`config.mk`:
```
export PLATFORM = sky130hd
export DESIGN_NAME = phase_sequencer
export DESIGN_NICKNAME = d
export VERILOG_FILES = /design/src/rtl/phase_sequencer.sv
export SDC_FILE = /design/constraint.sdc
export NUM_CORES = 1
export LEC_CHECK = 0
export BUFFER_PORTS_ARGS = -buffer_cell sky130_fd_sc_hd__buf_2
export CORE_UTILIZATION = 35
export DETAILED_ROUTE_END_ITERATION = 10
export PLACE_DENSITY = 0.6
export SETUP_SLACK_MARGIN = 0.1
export SYNTH_ARGS = -nofsm -noshare
export SYNTH_HDL_FRONTEND = slang
export SYNTH_SLANG_ARGS = --single-unit
```
`constraint.sdc`:
```
create_clock -name c_CLOCK -period 3.4 [get_ports c_CLOCK]
set_input_delay 0.68 -clock c_CLOCK [delete_from_list [all_inputs] [get_ports c_CLOCK]]
set_output_delay 0.68 -clock c_CLOCK [all_outputs]
set_load 0.01 [all_outputs]
```
`src/rtl/phase_sequencer.sv`:
```
// Instruction-phase sequencer feeding the register file.
// Walks each instruction through FETCH/EXECUTE/WRITEBACK, each split into
// phases X, Y and Z, and emits one strobe per phase. It also handles memory
// wait in phase Y, skipping writeback, halting at instruction boundaries,
// single-stepping and counting retired instructions.
module phase_sequencer #(
  parameter int RESET_RUN   = 1,
  parameter int COUNT_WIDTH = 16
) (
  input  logic                   c_CLOCK,
  input  logic                   c_RESET,
  input  logic                   i_WAIT,
  input  logic                   i_SKIPWB,
  input  logic                   i_HALT,
  input  logic                   i_STEP,
  output logic [1:0]             o_STATE,
  output logic                   o_CLOCKX,
  output logic                   o_CLOCKY,
  output logic                   o_CLOCKZ,
  output logic                   o_HALTED,
  output logic                   o_RETIRE,
  output logic [COUNT_WIDTH-1:0] o_ICOUNT
);

  typedef enum logic [1:0] {
    ST_HALT      = 2'd0,
    ST_FETCH     = 2'd1,
    ST_EXECUTE   = 2'd2,
    ST_WRITEBACK = 2'd3
  } state_t;

  typedef enum logic [1:0] {
    PH_X = 2'd0,
    PH_Y = 2'd1,
    PH_Z = 2'd2
  } phase_t;

  localparam state_t RESET_STATE = (RESET_RUN != 0) ? ST_FETCH : ST_HALT;

  state_t                 state_q, state_d;
  phase_t                 phase_q, phase_d;
  logic                   step_q, step_d;
  logic [COUNT_WIDTH-1:0] icount_q, icount_d;

  logic run;
  logic clk_x, clk_y, clk_z;
  logic retire;

  // Phase strobes and retire pulse, decoded from the registered phase.
  // Reset silences everything so an abandoned instruction leaves no trace.
  always_comb begin
    run    = (state_q != ST_HALT) && !c_RESET;
    clk_x  = run && (phase_q == PH_X);
    clk_y  = run && (phase_q == PH_Y) && !i_WAIT;
    clk_z  = run && (phase_q == PH_Z);
    retire = clk_z && ((state_q == ST_WRITEBACK) ||
                       ((state_q == ST_EXECUTE) && i_SKIPWB));
  end

  // Next-state logic: phase stepping, state transitions at phase Z,
  // halt/step handling at the instruction boundary and in HALT.
  always_comb begin
    state_d  = state_q;
    phase_d  = phase_q;
    step_d   = step_q;
    icount_d = icount_q;

    if (state_q == ST_HALT) begin
      // Phase stays parked at X so a resumed instruction starts cleanly.
      phase_d = PH_X;
      if (i_STEP) begin
        state_d = ST_FETCH;
        step_d  = 1'b1;
      end else if (!i_HALT) begin
        state_d = ST_FETCH;
        step_d  = 1'b0;
      end
    end else begin
      case (phase_q)
        PH_X: phase_d = PH_Y;
        PH_Y: begin
          // Memory wait stretches phase Y; the Y strobe fires only on exit.
          if (!i_WAIT) begin
            phase_d = PH_Z;
          end
        end
        PH_Z: begin
          phase_d = PH_X;
          if (retire) begin
            icount_d = icount_q + 1'b1;
            // A single-stepped instruction re-halts even with i_HALT low.
            if (i_HALT || step_q) begin
              state_d = ST_HALT;
              step_d  = 1'b0;
            end else begin
              state_d = ST_FETCH;
            end
          end else begin
            case (state_q)
              ST_FETCH:   state_d = ST_EXECUTE;
              ST_EXECUTE: state_d = ST_WRITEBACK;
              default:    state_d = ST_FETCH;
            endcase
          end
        end
        default: phase_d = PH_X;
      endcase
    end
  end

  // State register with synchronous active-high reset.
  always_ff @(posedge c_CLOCK) begin
    if (c_RESET) begin
      state_q  <= RESET_STATE;
      phase_q  <= PH_X;
      step_q   <= 1'b0;
      icount_q <= '0;
    end else begin
      state_q  <= state_d;
      phase_q  <= phase_d;
      step_q   <= step_d;
      icount_q <= icount_d;
    end
  end

  assign o_STATE  = state_q;
  assign o_CLOCKX = clk_x;
  assign o_CLOCKY = clk_y;
  assign o_CLOCKZ = clk_z;
  assign o_HALTED = (state_q == ST_HALT);
  assign o_RETIRE = retire;
  assign o_ICOUNT = icount_q;

endmodule
```
==> flow_metrics.tcl, run 1 <==
set metrics [dict create \
    p_int_mw 0.305 \
    skew_ns 0.0128 \
    cts_tree "yes" \
    synthesis.instances 120 \
    grt_max_degree 22 \
    cts_resized 0 \
    syn-num-nets 131 \
    crit_fanout 10 \
    final_cell_mix "buf_2 (28), dfxtp_1 (21), a21oi_1 (12)" \
    clk_path_buf_depth 2 \
    p_leak_nw 0.487 \
    worstMarginPinSlew_ns 0.863 \
    cp_cell_sequence "inv_1 > ha_1 > or4b_1 > buf_4 > nor2_1 > buf_2" \
    fin_setup_tns_ns 0 \
    fp.dieH_um 55.8 \
    fillCellCount 289 \
    pwr-share-comb_pct 7.0 \
    finalHoldViolations 0 \
    hp-class "flip-flop to flip-flop" \
    power_per_cell_area_nw_per_um2 332 \
    overflow 0 \
    post_drt_wl_per_cell_um 11.6 \
    route.detailed.drc 0 \
    route.vias.total 945 \
    outcome "completed" \
    hold_buffers 0 \
    layout_worst_path_cycle_share_pct 84.4 \
    slowest_stage "or4b_1" \
    setup.worst_path.class "flip-flop to output port" \
    slew_headroom_pct 42.5 \
    clk_pin_slew_ns 0.11 \
    final_layout_size_suffix_gt1_share_pct 22.3 \
    slew_viol_final 0 \
    dr.pass1.iters 4 \
    numCtsBuffers 3 \
    maxCapViolations 0 \
    p_seq_share_pct 63.0 \
    final_common_cell "buf_2" \
    drt_iter0_markers 10 \
    ant_nets 0 \
    post_cts_buffers 0 \
    design_area_um2 1210 \
    post-route-min-period_ns 2.87 \
    holdWs_ns 0.491 \
    io-pin-count 29 \
    dp_hpwl_mm 1.56 \
    grt_antenna_before_repair 0 \
    ir_drop_mv 0.266 \
    grt_pass1_vias 827 \
    end_kind "output port" \
    cp_slowest_stage_delay_ns 0.53 \
    synthDistinctLibCells 27 \
    postPlaceCellArea_um2 1180 \
    rsz0062_at_grt "false" \
    routed_wl_mm 2.08 \
    areaGrowthSynthToFinish_pct 19.2 \
    dieWidth_um 55.8 \
    fmax_mhz 349 \
    io_buffers 28 \
    die_area_um2 3110 \
    yosys_warnings 0 \
    grt_pass1_wl_mm 3.53 \
    clock_sinks 21 \
    syn_area_um2 1010 \
    num_antenna_cells 0 \
    nets 160 \
    drt-vias-per-instance 5.28 \
    crit_arrival_ns 2.19 \
    core_um2 2760 \
    clockPowerShare_pct 30.0 \
    synth_seq_area_share_pct 41.5 \
    syn_avg_cell_area_um2 8.44 \
    p_total_mw 0.401 \
    cp-start-kind "flip-flop" \
    p_switching_mw 0.0963 \
    htree_levels 1 \
    track_usage_pct 14.2 \
    finalSetupViolations 0 \
    row_count 19 \
    ys_seq_elements 21 \
    worstSkewPairLatency_ns 0.31 \
    required_ns 2.72 \
    start_util_pct 36.7 \
    switching_share_pct 24.0 \
    place_congestion 0.796 \
    cts-root-buf "clkbuf_4" \
]
## kinds of logic (layout without fill, tap and decap cells)
group,Yosys count,count (layout),synth area share (%)
mux,1,1,0.989
flops,21,21,41.5
fa+ha+maj,5,5,6.18
xor+xnor,7,7,6.06
simple gates,48,48,26.3
compound gates,24,24,13.6
buf+inv,14,42,5.31
## sequential cells by signal, indices dropped and copies added, names as in the netlist
register	cells
phase_q	2
step_q	1
o_ICOUNT	16
o_STATE	2
## synthesized netlist by cell type
library cell  count  area, um2
dfxtp_1          21        420
nand3_1           3       15.0
and2_1            1       6.26
or4_1             4       30.0
inv_1             9       33.8
nor3_1            2       10.0
or3_1             8       50.1
clkbuf_1          4       15.0
nor4_1            3       18.8
a32oi_1           1       8.76
buf_2             1       5.00
o21bai_1          1       7.51
o221ai_1          1       8.76
xnor2_1           7       61.3
mux2i_1           1       10.0
nand4_1           3       18.8
o311a_1           1       10.0
ha_1              5       62.6
o31ai_1           1       7.51
and4_1            1       8.76
nand2b_1          2       12.5
nor3b_1           3       22.5
nand2_1           6       22.5
or4b_1            1       10.0
nor2_1           11       41.3
o21ai_0           7       35.0
a21oi_1          12       60.1
## worst paths after layout
path	from	to	slack, ns	depth (start not counted)
hold / removal	step_q	step_q	0.49	2
setup reg to reg	o_STATE[0]	o_ICOUNT[15]	0.73	6
hold reg to reg	step_q	step_q	0.49	2
setup / recovery	o_STATE[0]	o_RETIRE	0.53	6
## per-layer routing
| layer | GRT usage [%] | up-vias | routed length [um] |
|---|---|---|---|
| met5 | 0 | - | 0 |
| met4 | 3.21 | 0 | 17 |
| met3 | 4.19 | 2 | 86 |
| met2 | 23.2 | 16 | 976 |
| met1 | 18.5 | 443 | 996 |
| li1 | - | 484 | - |
## worst max-delay path, delay by kind of cell (launching register included)
| family | cells | cell delay (ns) |
|---|---|---|
| fa+ha+maj | 1 | 0.27 |
| buf+inv | 3 | 0.46 |
| simple gates | 2 | 0.76 |
| flops | 1 | 0.40 |
## through the flow
stage / std cells / worst slack, ns / utilization [%]
floorplan: 120 / 0.782 / -
global placement: 175 / 0.612 / 42.7
detailed placement: 175 / 0.586 / 42.7
CTS: 179 / 0.498 / 43.7
global route: 179 / 0.368 / 43.7
finish: 179 / 0.531 / 43.7
## power by group through the flow
stage	registers, mW	clock network [mW]	logic (mW)
floorplan	0.258	0	0.0181
global placement	0.258	0	0.0278
detailed placement	0.258	0	0.0286
CTS	0.253	0.127	0.0286
global route	0.254	0.134	0.0321
finish	0.253	0.120	0.0281
## final cells by class
| class | count | area [um2] | share of cell area [%] |
|---|---|---|---|
| Multi-Input combinational cell | 85 | 538 | 44.6 |
| Sequential cell | 21 | 420 | 34.9 |
| Timing Repair Buffer | 29 | 148 | 12.2 |
| Tap cell | 31 | 38.8 | 3.22 |
| Inverter | 9 | 33.8 | 2.80 |
| Clock buffer | 3 | 22.5 | 1.87 |
| Clock inverter | 1 | 5.00 | 0.415 |
Power figures use the tool's default switching activity.
==> run 2: changes to the inputs <==
Clock period 3.4 ns to 2.8 ns, I/O delays scaled along.
==> flow_metrics.tcl, run 2 (synthesized netlist as in run 1, its figures left out) <==
set metrics [dict create \
    p_int_mw 0.373 \
    post-route-min-period_ns 2.57 \
    drt-vias-per-instance 5.10 \
    p_total_mw 0.497 \
    critPathTopFamily "simple AND/OR/NAND/NOR gates" \
    end_kind "output port" \
    r2r_slack_ns 0.26 \
    grt_pass1_wl_mm 3.62 \
    cp-start-kind "flip-flop" \
    post_cts_buffers 0 \
    final_layout_size_suffix_gt1_share_pct 25.8 \
    io-pin-count 29 \
    rsz0062_at_grt "false" \
    numCtsBuffers 3 \
    dp_hpwl_mm 1.60 \
    route.detailed.drc 0 \
    final_cell_mix "buf_2 (28), dfxtp_1 (19), a21oi_1 (12)" \
    dr.pass1.iters 4 \
    slowest_stage "or4b_1" \
    place_congestion 0.778 \
    maxCapViolations 0 \
    nets 163 \
    worstSkewPairLatency_ns 0.31 \
    finalHoldViolations 0 \
    p_seq_share_pct 61.8 \
    dieWidth_um 55.8 \
    routed_wl_mm 2.16 \
    worstReg2RegStart "o_STATE[0]" \
    grt_antenna_before_repair 0 \
    pwr-share-comb_pct 7.7 \
    outcome "completed" \
    clk_path_buf_depth 2 \
    finalSetupViolations 0 \
    fp.dieH_um 55.8 \
    track_usage_pct 14.8 \
    grt_max_degree 21 \
    cp_slowest_stage_delay_ns 0.51 \
    clock_sinks 21 \
    drt_iter0_markers 8 \
    worstHoldPathCells 2 \
    setup.worst_path.class "flip-flop to output port" \
    fin_setup_tns_ns 0 \
    power_per_cell_area_nw_per_um2 403 \
    crit_fanout 10 \
    cts_tree "yes" \
    largest_reg_flops 16 \
    io_buffers 28 \
    ir_drop_mv 0.400 \
    hold_end "phase_q[1]" \
    r2r.worst_path.cells 6 \
    areaGrowthSynthToFinish_pct 21.9 \
    path_buf_inv 3 \
    layout_worst_path_cycle_share_pct 91.7 \
    p_leak_nw 0.502 \
    fmax_mhz 390 \
    cp_cell_sequence "inv_1 > ha_1 > or4b_1 > buf_4 > nor2_2 > buf_2" \
    hold_path.startpoint "i_WAIT" \
    p_switching_mw 0.124 \
    crit_arrival_ns 2.01 \
    clk_pin_slew_ns 0.12 \
    switching_share_pct 25.0 \
    startpoint "o_STATE[0]" \
    grt_pass1_vias 858 \
    post_drt_wl_per_cell_um 11.9 \
    htree_levels 1 \
    worstMarginPinSlew_ns 0.707 \
    final_common_cell "buf_2" \
    r2r-end "o_ICOUNT[15]" \
    overflow 0 \
    row_count 19 \
    fillCellCount 291 \
    required_ns 2.24 \
    clockPowerShare_pct 30.6 \
    num_antenna_cells 0 \
    slew_viol_final 0 \
    core_um2 2760 \
    hp-class "input port to flip-flop" \
    cts-root-buf "clkbuf_4" \
    slew_headroom_pct 52.9 \
    ant_nets 0 \
    skew_ns 0.0137 \
    start_util_pct 36.7 \
    route.vias.total 929 \
    die_area_um2 3110 \
]
## run 2: changes by cell type in the layout (fill, tap and decap cells not counted)
cell and delta:
nor2_1 -1, nor2_2 +1, dfxtp_1 -2, dfxtp_2 +2, buf_4 +3
## run 2: through the flow
stage | setup slack [ns] | util [%] | cell area [um2] | hold slack (ns) | std cells
3_5_place_dp | 0.198 | 43.6 | 1200 | 0.488 | 178
4_1_cts | 0.162 | 44.6 | 1230 | 0.432 | 182
6_report | 0.233 | 44.7 | 1230 | 0.441 | 182
5_1_grt | 0.107 | 44.7 | 1230 | 0.439 | 182
3_3_place_gp | 0.278 | 43.6 | 1200 | 0.468 | 178
2_1_floorplan | 0.182 | - | 1010 | 0.453 | 120
## run 2: how the worst max path moves through the flow
stage	end	slack (ns)	cells after the start
finish	o_RETIRE	0.23	6
global route	o_RETIRE	0.11	6
CTS	o_RETIRE	0.16	6
detailed placement	o_ICOUNT[15]	0.20	6
global placement	o_ICOUNT[15]	0.28	6
floorplan	o_ICOUNT[15]	0.18	7
## run 2: layout make-up
class                   count  area [um2]  area share (%)
clock buffers               3        22.5            1.83
clock inverters             1        5.00           0.406
inverters                   9        33.8            2.74
multi-input cells          85         541            43.8
flip-flops and latches     21         423            34.3
well taps                  31        38.8            3.14
repair buffers             32         170            13.8
## run 2: repair_timing
item	CTS	global route
resized for setup	1	2
setup endpoints to repair	1	3
hold buffers	0	0
cloned	0	0
## run 2: power by group through the flow
stage	clock network, mW	logic (mW)	registers (mW)
finish	0.152	0.0381	0.307
global placement	0	0.0377	0.313
global route	0.168	0.0422	0.308
detailed placement	0	0.0381	0.313
floorplan	0	0.0219	0.313
CTS	0.157	0.0385	0.307
## run 2: layer usage
metal | part of all wire (%) | track usage (%) | vias to the layer above
met1 | 47 | 17.5 | 415
met5 | 0 | 0 | -
li1 | - | - | 487
met4 | 0.79 | 2.14 | 0
met3 | 4.7 | 4.88 | 2
met2 | 47 | 26.3 | 25
==> run 3: changes to the inputs <==
--- a/config.mk
+++ b/config.mk
@@ -8,4 +8,5 @@
 export BUFFER_PORTS_ARGS = -buffer_cell sky130_fd_sc_hd__buf_2
 export CORE_UTILIZATION = 35
+export CTS_CLUSTER_SIZE = 10
 export DETAILED_ROUTE_END_ITERATION = 10
 export PLACE_DENSITY = 0.6
==> constraint.sdc (replaced) <==
create_clock -name c_CLOCK -period 2.8 [get_ports c_CLOCK]
set_input_delay 0.56 -clock c_CLOCK [delete_from_list [all_inputs] [get_ports c_CLOCK]]
set_output_delay 0.56 -clock c_CLOCK [all_outputs]
set_load 0.02 [all_outputs]
==> flow_metrics.tcl, run 3 (synthesized netlist as in run 1, its figures left out) <==
set metrics [dict create \
    layout_worst_path_cycle_share_pct 91.4 \
    final_common_cell "buf_2" \
    post_cts_buffers 0 \
    overflow 0 \
    clk_pin_slew_ns 0.12 \
    fmax_mhz 391 \
    io-pin-count 29 \
    finalWorstSetupSlack_ns 0.241 \
    end_kind "output port" \
    ant_nets 0 \
    num_antenna_cells 0 \
    route.detailed.drc 0 \
    final_layout_size_suffix_gt1_share_pct 25.3 \
    route.vias.total 930 \
    top_layer "met4" \
    wl_met2_mm 1.04 \
    finalSetupViolations 0 \
    core_um2 2760 \
    track_usage_pct 15.0 \
    hp-class "input port to flip-flop" \
    hold_buffers 0 \
    die_area_um2 3110 \
    wl_met3_um 79 \
    finalHoldViolations 0 \
    maxCapViolations 0 \
    worstMarginPinSlew_ns 0.939 \
    setup.worst_path.class "flip-flop to output port" \
    dr.pass1.iters 4 \
    r2r_slack_ns 0.28 \
    fp.dieH_um 55.8 \
    place_ws_ns 0.234 \
    cp-start-kind "flip-flop" \
    fin_setup_tns_ns 0 \
    crit_arrival_ns 2.00 \
    postPlaceCellArea_um2 1200 \
    routed_wl_mm 2.17 \
    start_util_pct 36.7 \
    p_leak_nw 0.492 \
    slew_headroom_pct 37.4 \
    place_congestion 0.798 \
    cts-root-buf "clkbuf_4" \
    design_area_um2 1230 \
    cts_resized 2 \
    dp_hpwl_mm 1.60 \
    row_count 19 \
    htree_levels 1 \
    post_drt_wl_per_cell_um 12.0 \
    skew_ns 0.0114 \
    rsz0062_at_grt "false" \
    instances_no_fill 181 \
    fillCellCount 309 \
    io_buffers 28 \
    numCtsBuffers 3 \
    ir_drop_mv 0.277 \
    dieWidth_um 55.8 \
    grt_max_degree 21 \
    wl_met1_mm 1.02 \
    crit_fanout 10 \
    clock_sinks 21 \
    areaGrowthSynthToFinish_pct 22.0 \
    outcome "completed" \
    clk_path_buf_depth 2 \
    final_cell_mix "buf_2 (27), dfxtp_1 (19), a21oi_1 (12)" \
    drt_iter0_markers 16 \
    p_total_mw 0.496 \
    largest_reg_flops 16 \
    grt_pass1_vias 896 \
    grt_pass1_wl_mm 3.72 \
    placed_cells 177 \
    worstSkewPairLatency_ns 0.31 \
    cts_tree "yes" \
    required_ns 2.24 \
    nets 162 \
    grt_antenna_before_repair 0 \
    power_per_cell_area_nw_per_um2 401 \
    drt-vias-per-instance 5.14 \
    slew_viol_final 0 \
    post-route-min-period_ns 2.56 \
]
==> run 3: cell count changes in the layout (fill, tap and decap cells not counted) <==
cell / previous run / this run
clkbuf_1: 0 / 1
ha_2: 0 / 1
nor2_2: 1 / 0
buf_2: 28 / 27
ha_1: 5 / 4
nor2_4: 0 / 1
clkinv_2: 1 / 0
==> run 3: final cells by class <==
class | count | area, um2 | share of cell area [%]
timing repair buffer | 31 | 165 | 13.4
tap | 31 | 38.8 | 3.14
inverter | 9 | 33.8 | 2.74
multi-input combinational | 85 | 548 | 44.4
sequential | 21 | 423 | 34.2
clock buffer | 4 | 26.3 | 2.13
==> run 3: worst max-delay path, cell delays in order (launching register included) <==
cell,delay (ns)
dfxtp_2,0.37
inv_1,0.08
ha_2,0.22
or4b_1,0.52
buf_4,0.19
nor2_4,0.14
buf_4,0.16
==> run 3: final timing paths <==
path | startpoint | end | cells past startpoint
worst min-delay path | i_WAIT | phase_q[1] | 2
worst min register to register | step_q | step_q | 2
worst max register to register | o_STATE[0] | o_ICOUNT[9] | 7
worst max-delay path | o_STATE[0] | o_RETIRE | 6
==> run 3: where the power goes <==
group	switching, mW	internal (mW)	total (mW)
clock network	0.0927	0.0556	0.148
logic	0.0251	0.0155	0.0406
registers	0.00400	0.303	0.307
==> run 3: routing by layer <==
metal  global-route usage, %  up-vias
met5                       0        -
met3                    3.02        4
met1                    18.2      421
met4                    8.21        0
li1                        -      485
met2                    24.6       20
==> run 3: per-stage QoR <==
step / hold slack [ns] / utilization (%)
after floorplan: 0.453 / -
after global placement: 0.464 / 43.4
after detailed placement: 0.472 / 43.4
after CTS: 0.418 / 44.5
after global routing: 0.415 / 44.8
final: 0.433 / 44.8
